$ cat config.mk
export PLATFORM = sky130hd
export DESIGN_NAME = axi_slave_rd
export DESIGN_NICKNAME = d
export VERILOG_FILES = /design/src/rtl/axi_slave_rd.sv
export SDC_FILE = /design/constraint.sdc
export NUM_CORES = 1
export LEC_CHECK = 0
export ABC_AREA = 1
export ABC_CLOCK_PERIOD_IN_PS = 3600
export BUFFER_PORTS_ARGS = -buffer_cell sky130_fd_sc_hd__buf_2
export CORE_MARGIN = 5
export CORE_UTILIZATION = 52
export DETAILED_ROUTE_END_ITERATION = 6
export MAX_ROUTING_LAYER = met4
export PLACE_DENSITY = 0.77
export SYNTH_ARGS = -nofsm -noshare
export SYNTH_HDL_FRONTEND = slang
export SYNTH_SLANG_ARGS = --single-unit
export TNS_END_PERCENT = 100
$ cat constraint.sdc
create_clock -name aclk -period 3.6 [get_ports aclk]
set_clock_uncertainty 0.05 [all_clocks]
set_input_delay 0.72 -clock aclk [delete_from_list [all_inputs] [get_ports aclk]]
set_output_delay 0.72 -clock aclk [all_outputs]
set_load 0.02 [all_outputs]
$ cat src/rtl/axi_slave_rd.sv
// AXI read-side memory slave: one AR at a time, burst served from a 1-cycle-latency word RAM.
// Optional macro WRAP_BURST_EN enables WRAP decoding; without it burst 2'b10 is answered as reserved.
module axi_slave_rd #(
  parameter int unsigned ADDR_BITS = 32,
  parameter int unsigned DATA_BITS = 32,
  parameter int unsigned LEN_BITS  = 8,
  parameter int unsigned SIZE_BITS = 3,
  parameter int unsigned MEM_DEPTH = 1024,
  localparam int unsigned AW       = $clog2(MEM_DEPTH)
) (
  input  logic                 aclk,
  input  logic                 areset,
  input  logic                 ar_valid,
  output logic                 ar_ready,
  input  logic [ADDR_BITS-1:0] ar_addr,
  input  logic [LEN_BITS-1:0]  ar_len,
  input  logic [SIZE_BITS-1:0] ar_size,
  input  logic [1:0]           ar_burst,
  input  logic [3:0]           ar_cache,
  output logic                 r_valid,
  input  logic                 r_ready,
  output logic [DATA_BITS-1:0] r_data,
  output logic                 r_last,
  output logic [1:0]           r_resp,
  output logic                 rd_en,
  output logic [AW-1:0]        rd_addr,
  input  logic [DATA_BITS-1:0] rd_data
);

  localparam int unsigned LANE_BITS = $clog2(DATA_BITS / 8);

  localparam logic [1:0] BURST_INCR  = 2'b01;
  localparam logic [1:0] BURST_WRAP  = 2'b10;
  localparam logic [1:0] BURST_RSVD  = 2'b11;
  localparam logic [1:0] RESP_OKAY   = 2'b00;
  localparam logic [1:0] RESP_SLVERR = 2'b10;

  typedef enum logic [1:0] {
    IDLE,
    FETCH,
    DATA
  } state_t;

  state_t               state;
  logic [ADDR_BITS-1:0] addr_q;
  logic [ADDR_BITS-1:0] next_addr;
  logic [ADDR_BITS-1:0] step;
  logic [LEN_BITS-1:0]  len_q;
  logic [LEN_BITS-1:0]  cnt_q;
  logic [SIZE_BITS-1:0] size_q;
  logic [1:0]           burst_q;
  logic                 req_err_q;
  logic                 beat_err_q;
  logic                 req_err_c;
  logic                 wrap_err_c;
  logic                 next_err_c;
  logic                 beat_hs_c;
  logic                 unused_c;

  // Word index past the end of the RAM; evaluated on the full byte address.
  function automatic logic out_of_range(input logic [ADDR_BITS-1:0] a);
    return (a >> LANE_BITS) >= ADDR_BITS'(MEM_DEPTH);
  endfunction

  assign step = ADDR_BITS'(1) << size_q;

`ifdef WRAP_BURST_EN
  logic [ADDR_BITS-1:0] ar_step;
  logic [ADDR_BITS-1:0] wrap_mask;
  logic                 wrap_len_ok;

  assign ar_step     = ADDR_BITS'(1) << ar_size;
  assign wrap_mask   = ((ADDR_BITS'(len_q) + ADDR_BITS'(1)) << size_q) - ADDR_BITS'(1);
  assign wrap_len_ok = (ar_len == LEN_BITS'(1)) || (ar_len == LEN_BITS'(3)) ||
                       (ar_len == LEN_BITS'(7)) || (ar_len == LEN_BITS'(15));
  assign wrap_err_c  = (ar_burst == BURST_WRAP) &&
                       (!wrap_len_ok || ((ar_addr & (ar_step - ADDR_BITS'(1))) != '0));
`else
  assign wrap_err_c  = (ar_burst == BURST_WRAP);
`endif

  assign req_err_c = (ar_size > SIZE_BITS'(LANE_BITS)) || (ar_burst == BURST_RSVD) || wrap_err_c;

  // Address of the following beat; reserved bursts keep FIXED addressing.
  always_comb begin
    next_addr = addr_q;
    case (burst_q)
      BURST_INCR: next_addr = addr_q + step;
`ifdef WRAP_BURST_EN
      BURST_WRAP: next_addr = (addr_q & ~wrap_mask) | ((addr_q + step) & wrap_mask);
`endif
      default:    next_addr = addr_q;
    endcase
  end

  assign beat_hs_c  = (state == DATA) && r_valid && r_ready;
  assign next_err_c = req_err_q || out_of_range(next_addr);

  // Next beat is fetched during the current handshake so data streams one beat per cycle.
  assign rd_en   = ((state == FETCH) && !beat_err_q) ||
                   (beat_hs_c && !r_last && !next_err_c);
  assign rd_addr = AW'(((state == DATA) ? next_addr : addr_q) >> LANE_BITS);
  assign r_data  = beat_err_q ? '0 : rd_data;

  assign unused_c = ^{ar_cache, len_q};

  always_ff @(posedge aclk) begin
    if (areset) begin
      state      <= IDLE;
      ar_ready   <= 1'b1;
      r_valid    <= 1'b0;
      r_last     <= 1'b0;
      r_resp     <= RESP_OKAY;
      addr_q     <= '0;
      len_q      <= '0;
      cnt_q      <= '0;
      size_q     <= '0;
      burst_q    <= '0;
      req_err_q  <= 1'b0;
      beat_err_q <= 1'b0;
    end else begin
      case (state)
        IDLE: begin
          if (ar_valid && ar_ready) begin
            addr_q     <= ar_addr;
            len_q      <= ar_len;
            cnt_q      <= ar_len;
            size_q     <= ar_size;
            burst_q    <= ar_burst;
            req_err_q  <= req_err_c;
            beat_err_q <= req_err_c || out_of_range(ar_addr);
            ar_ready   <= 1'b0;
            state      <= FETCH;
          end
        end
        FETCH: begin
          r_valid <= 1'b1;
          r_last  <= (cnt_q == '0);
          r_resp  <= beat_err_q ? RESP_SLVERR : RESP_OKAY;
          state   <= DATA;
        end
        DATA: begin
          if (r_ready) begin
            if (r_last) begin
              r_valid  <= 1'b0;
              r_last   <= 1'b0;
              r_resp   <= RESP_OKAY;
              ar_ready <= 1'b1;
              state    <= IDLE;
            end else begin
              cnt_q      <= cnt_q - LEN_BITS'(1);
              addr_q     <= next_addr;
              beat_err_q <= next_err_c;
              r_last     <= (cnt_q == LEN_BITS'(1));
              r_resp     <= next_err_c ? RESP_SLVERR : RESP_OKAY;
            end
          end
        end
        default: state <= IDLE;
      endcase
    end
  end

endmodule

== Word-level counts from Yosys, hierarchy flattened ==
Cells that the tools add are included.
Cells by class
  add/sub/neg operators: 2
  $lt $le $gt $ge: 3
  eq/ne operators: 10
  shift-type cells: 1
  mux-type cells: 34
  reductions and logical operators: 24
Operator list (number)
  $mux W32: 5
  $pmux W32 S2: 1
  $ge A30 B11 Y1 const B: 2
  $add A32 B32 Y32: 1
  $shl A1 B3 Y32 const A: 1
  $mux W8: 3
  $pmux W8 S2: 1
  $mux W2: 7
  $mux W12: 1
  $mux W1: 10
  $eq A8 B1 Y1 const B: 1
  $logic_not A8 Y1: 1
  $ne A2 B2 Y1 const B: 4
  $pmux W1 S2: 4
  $reduce_and A4 Y1: 2
  $sub A8 B1 Y8 const B: 1
  $eq A2 B2 Y1 const B: 3
  $logic_and A1 B1 Y1: 6
  $pmux W2 S3: 1
  $reduce_and A3 Y1: 2
  $logic_or A1 B1 Y1: 5
  $eq A2 B1 Y1 const B: 2
  $pmux W2 S2: 1
  $reduce_and A2 Y1: 2
  4 further kinds: 7
Word-level totals
  bits in registers: 54
  input bits: 85
  output and inout bits: 48
  logic and storage cells: 85

== Longest topological paths before layout ==
  depth in word-level cells: 9
  mapped depth: 19
  depth with buffers taken out: 18

== Least setup slack after synthesis ==
No wires, ideal clock.
  kind: reg2out
  start: reg size_q[0]
  end: out rd_en
  arrival time: 2.269 ns
  data required time: 2.830 ns
  slack: 0.561 ns
  cell stages (with the launch flop): 17
  buffers on the path: 0
  path through: dfxtp_1 nor3_1 ha_1 fa_1 nand2_1 nand3_1 nand3_1 nand2_2 nand2_2 nor2_1 nand2_1 nand2_1 nor2_1 nand3_1 nor2_2 nand3_2 o21ai_2
On the way
  cells in the longest elaborated chain, start to end: 8
Ends and longest elaborated chain
  start, declared: line 50  | logic [SIZE_BITS-1:0] size_q;
  start signal, assigned: line 128  | size_q <= ar_size;
  $shl A1 B3 Y32: line 65  | assign step = ADDR_BITS'(1) << size_q;
  $add A32 B32 Y32: line 88  | BURST_INCR: next_addr = addr_q + step;
  $mux W32: line 87  | case (burst_q)
  $ge A30 B11 Y1: line 62  | return (a >> LANE_BITS) >= ADDR_BITS'(MEM_DEPTH);
  $logic_or A1 B1 Y1: line 97  | assign next_err_c = req_err_q || out_of_range(next_addr);
  $logic_not A1 Y1: line 101  | (beat_hs_c && !r_last && !next_err_c);
  $logic_and A1 B1 Y1: line 101
  $logic_or A1 B1 Y1: line 100  | assign rd_en = ((state == FETCH) && !beat_err_q) ||
  end, declared: line 25  | output logic rd_en,
No other way between the ends.

== Worst setup path in the final report ==
  start: reg size_q[2]
  end: out rd_en
The elaborated chain is that of the path after synthesis.

==> flow_summary.json <==
{
  "hp-class": "flop to flop",
  "viasPerCell": 5.64,
  "min_period_ns": 3.68,
  "synthesis.instances": 697,
  "power_density_nw_per_um2": 410,
  "synthFlopType": "dfxtp_1",
  "cts_made_buffers": 5,
  "synth_fp_nets": 793,
  "clk_latency_ns": 0.32,
  "ys_ff_latch": 53,
  "place_area_um2": 4900,
  "hpwl_um": 10200,
  "grt_pass1_vias": 4812,
  "clockBufferDepth": 2,
  "ir_drop_mv": 0.348,
  "nets": 929,
  "clk_pin_slew_ns": 0.12,
  "num_vias": 5275,
  "required_ns": 2.83,
  "synth-edff-count": 0,
  "grt_max_degree": 45,
  "period_share_pct": 102,
  "critPathKind": "flop to output port",
  "grt_pass1_wl_um": 23100,
  "synth_top_area_share_pct": 25.3,
  "fillerInstances": 662,
  "drive_gt1_share_pct": 30.3,
  "worstPathMaxFanout": 5,
  "die_w_um": 99.8,
  "dpl.cell_count": 904,
  "io_buffers": 127,
  "n_antenna_cell": 0,
  "finalPower_w": 0.00229,
  "report.final.slew_viol_count": 0,
  "cts_hold_buf": 0,
  "clock-sinks": 53,
  "post-place-ws_ns": 0.0766,
  "worstReg2RegStart": "size_q[2]",
  "cts_max_level": 2,
  "crit_start": "size_q[2]",
  "rsz0062_at_grt": "yes",
  "gp_congestion": 0.980,
  "routed_wirelength_um": 14600,
  "synth_top_area_cell": "dfxtp_1",
  "slew-limit-headroom_pct": 62.3,
  "cts_tree": "done",
  "synth.area.top_cells": "dfxtp_1 (25%), nand2_1 (15%), inv_1 (8.9%), nor2_1 (8.1%), a21oi_1 (6.7%)",
  "grt_antenna_before_repair": 0,
  "ys_seq_area_share_pct": 25.3,
  "leakagePower_nw": 2.72,
  "worstPathArrival_ns": 2.91,
  "synth.cell_area_um2": 4190,
  "yosysWarnings": 0,
  "setup_viol": 3,
  "route.detailed.drc": 0,
  "worst_slack_ns": -0.0841,
  "clockRootBuffer": "clkbuf_8",
  "core-area_um2": 7810,
  "rows": 32,
  "area_delta_synth_final_pct": 33.5,
  "endpoint_kind": "output port",
  "die_h_um": 99.8,
  "synthArstFlopShare_pct": 0,
  "pin_count": 133,
  "yosysUniqueCellTypes": 42,
  "dieArea_um2": 9960,
  "grtUsageTotal_pct": 28.8,
  "violations": "negative setup slack",
  "maxCapViolCount": 0,
  "start_util_pct": 53.7,
  "drtAntennaViolNets": 0,
  "timing.final.hold_violations": 0,
  "syn_avg_cell_area_um2": 6.01,
  "outcome": "finished with violations",
  "overflow": 0,
  "fin_cells": 936,
  "wl_per_cell_um": 15.7,
  "fmax_mhz": 271,
  "synth_most_common_cell": "nand2_1",
  "hp-start": "cnt_q[7]",
  "synth_common_cells": "nand2_1 (165), inv_1 (99), nor2_1 (90)",
  "drt_iter0_drc": 368,
  "stdcell_area_um2": 5600,
  "whs_ns": 0.416,
  "worst_pin_slew_ns": 0.562,
  "first_pass_iters": 7,
  "cp-start-kind": "flop"
}
cell type report:
cell class	count	area, µm²	area share [%]
Multi-Input combinational cell	514	3020	53.9
Inverter	101	399	7.13
Clock inverter	3	26.3	0.469
Tap cell	102	128	2.28
Sequential cell	53	1070	19.2
Clock buffer	5	68.8	1.23
Timing Repair Buffer	158	885	15.8
critical path, stage by stage, from the launching register on:
cell and delay (ns):
dfxtp_4 0.46, inv_8 0.06, nor3_4 0.23, ha_4 0.20
nand2_4 0.08, nor2_4 0.18, nand3_4 0.10, nand3_4 0.13
buf_4 0.13, nand3_1 0.05, nand2_1 0.09, nand2_1 0.08
nor2_1 0.15, nand2_2 0.08, nor2_4 0.13, nand3_2 0.11
o21ai_2 0.17, buf_6 0.13
power by group:
| group | total, W | internal, W | leakage (nW) | switching (W) |
|---|---|---|---|---|
| Sequential | 0.000821 | 0.000692 | 0.440 | 0.000129 |
| Combinational | 0.00110 | 0.000399 | 2.23 | 0.000697 |
| Clock | 0.000376 | 0.000143 | 0.0487 | 0.000233 |
registers in the layout, indices dropped and copies added, names as in the netlist, 2 cells and up, named ones only:
signal,cells
addr_q,30
burst_q,2
cnt_q,8
size_q,3
state,2
metrics by stage:
| step | TNS, ns | utilization, % |
|---|---|---|
| global placement | 0 | 62.7 |
| CTS | -0.0110 | 68.1 |
| detailed placement | 0 | 62.7 |
| global route | -0.500 | 71.7 |
| finish | -0.0948 | 71.7 |
| floorplan | 0 | - |
metal layers:
metal	part of all wire, %	global-route usage [%]	wire length [µm]	up-vias
li1	-	-	-	2580
met1	41	37.8	6070	2402
met2	48	47.2	7090	257
met3	8.5	4.93	1250	36
met4	1.6	5.04	238	0
met5	0	-	0	-
worst paths after layout:
check	to	slack, ns	cells past startpoint
worst max-delay path	rd_en	-0.08	17
worst min-delay path	cnt_q[7]	0.42	2
worst max register to register	addr_q[9]	0.84	15
worst min register to register	cnt_q[7]	0.42	2
what timing repair did:
item,in CTS,in global routing
pin swaps,16,38
gates resized for setup,51,50
endpoints found under the setup margin,1,4
setup buffers,12,10
gates cloned,3,0
cell usage in the layout (no fill, tap or decap), types with 22 or more instances in the layout:
cell type  netlist  final
a21oi_1         56     54
a221oi_1        22     22
buf_2            5    125
buf_4            1     30
dfxtp_1         53     50
inv_1           99     95
nand2_1        165    142
nand3_1         39     34
nor2_1          90     84
o21ai_0         38     37
kinds of logic (layout without fill, tap and decap cells):
kind of cell | after synthesis | after routing | share of synthesized area (%)
AO/OA/AOI/OAI | 137 | 137 | 19.6
other | 1 | 1 | 0.0895
flip-flops | 53 | 53 | 25.3
XOR/XNOR | 7 | 7 | 1.46
buffers and inverters | 133 | 267 | 12.6
adder cells (fa/ha/maj) | 11 | 11 | 3.46
AND/OR/NAND/NOR | 355 | 358 | 37.5
(Power assumes the default switching activity.)
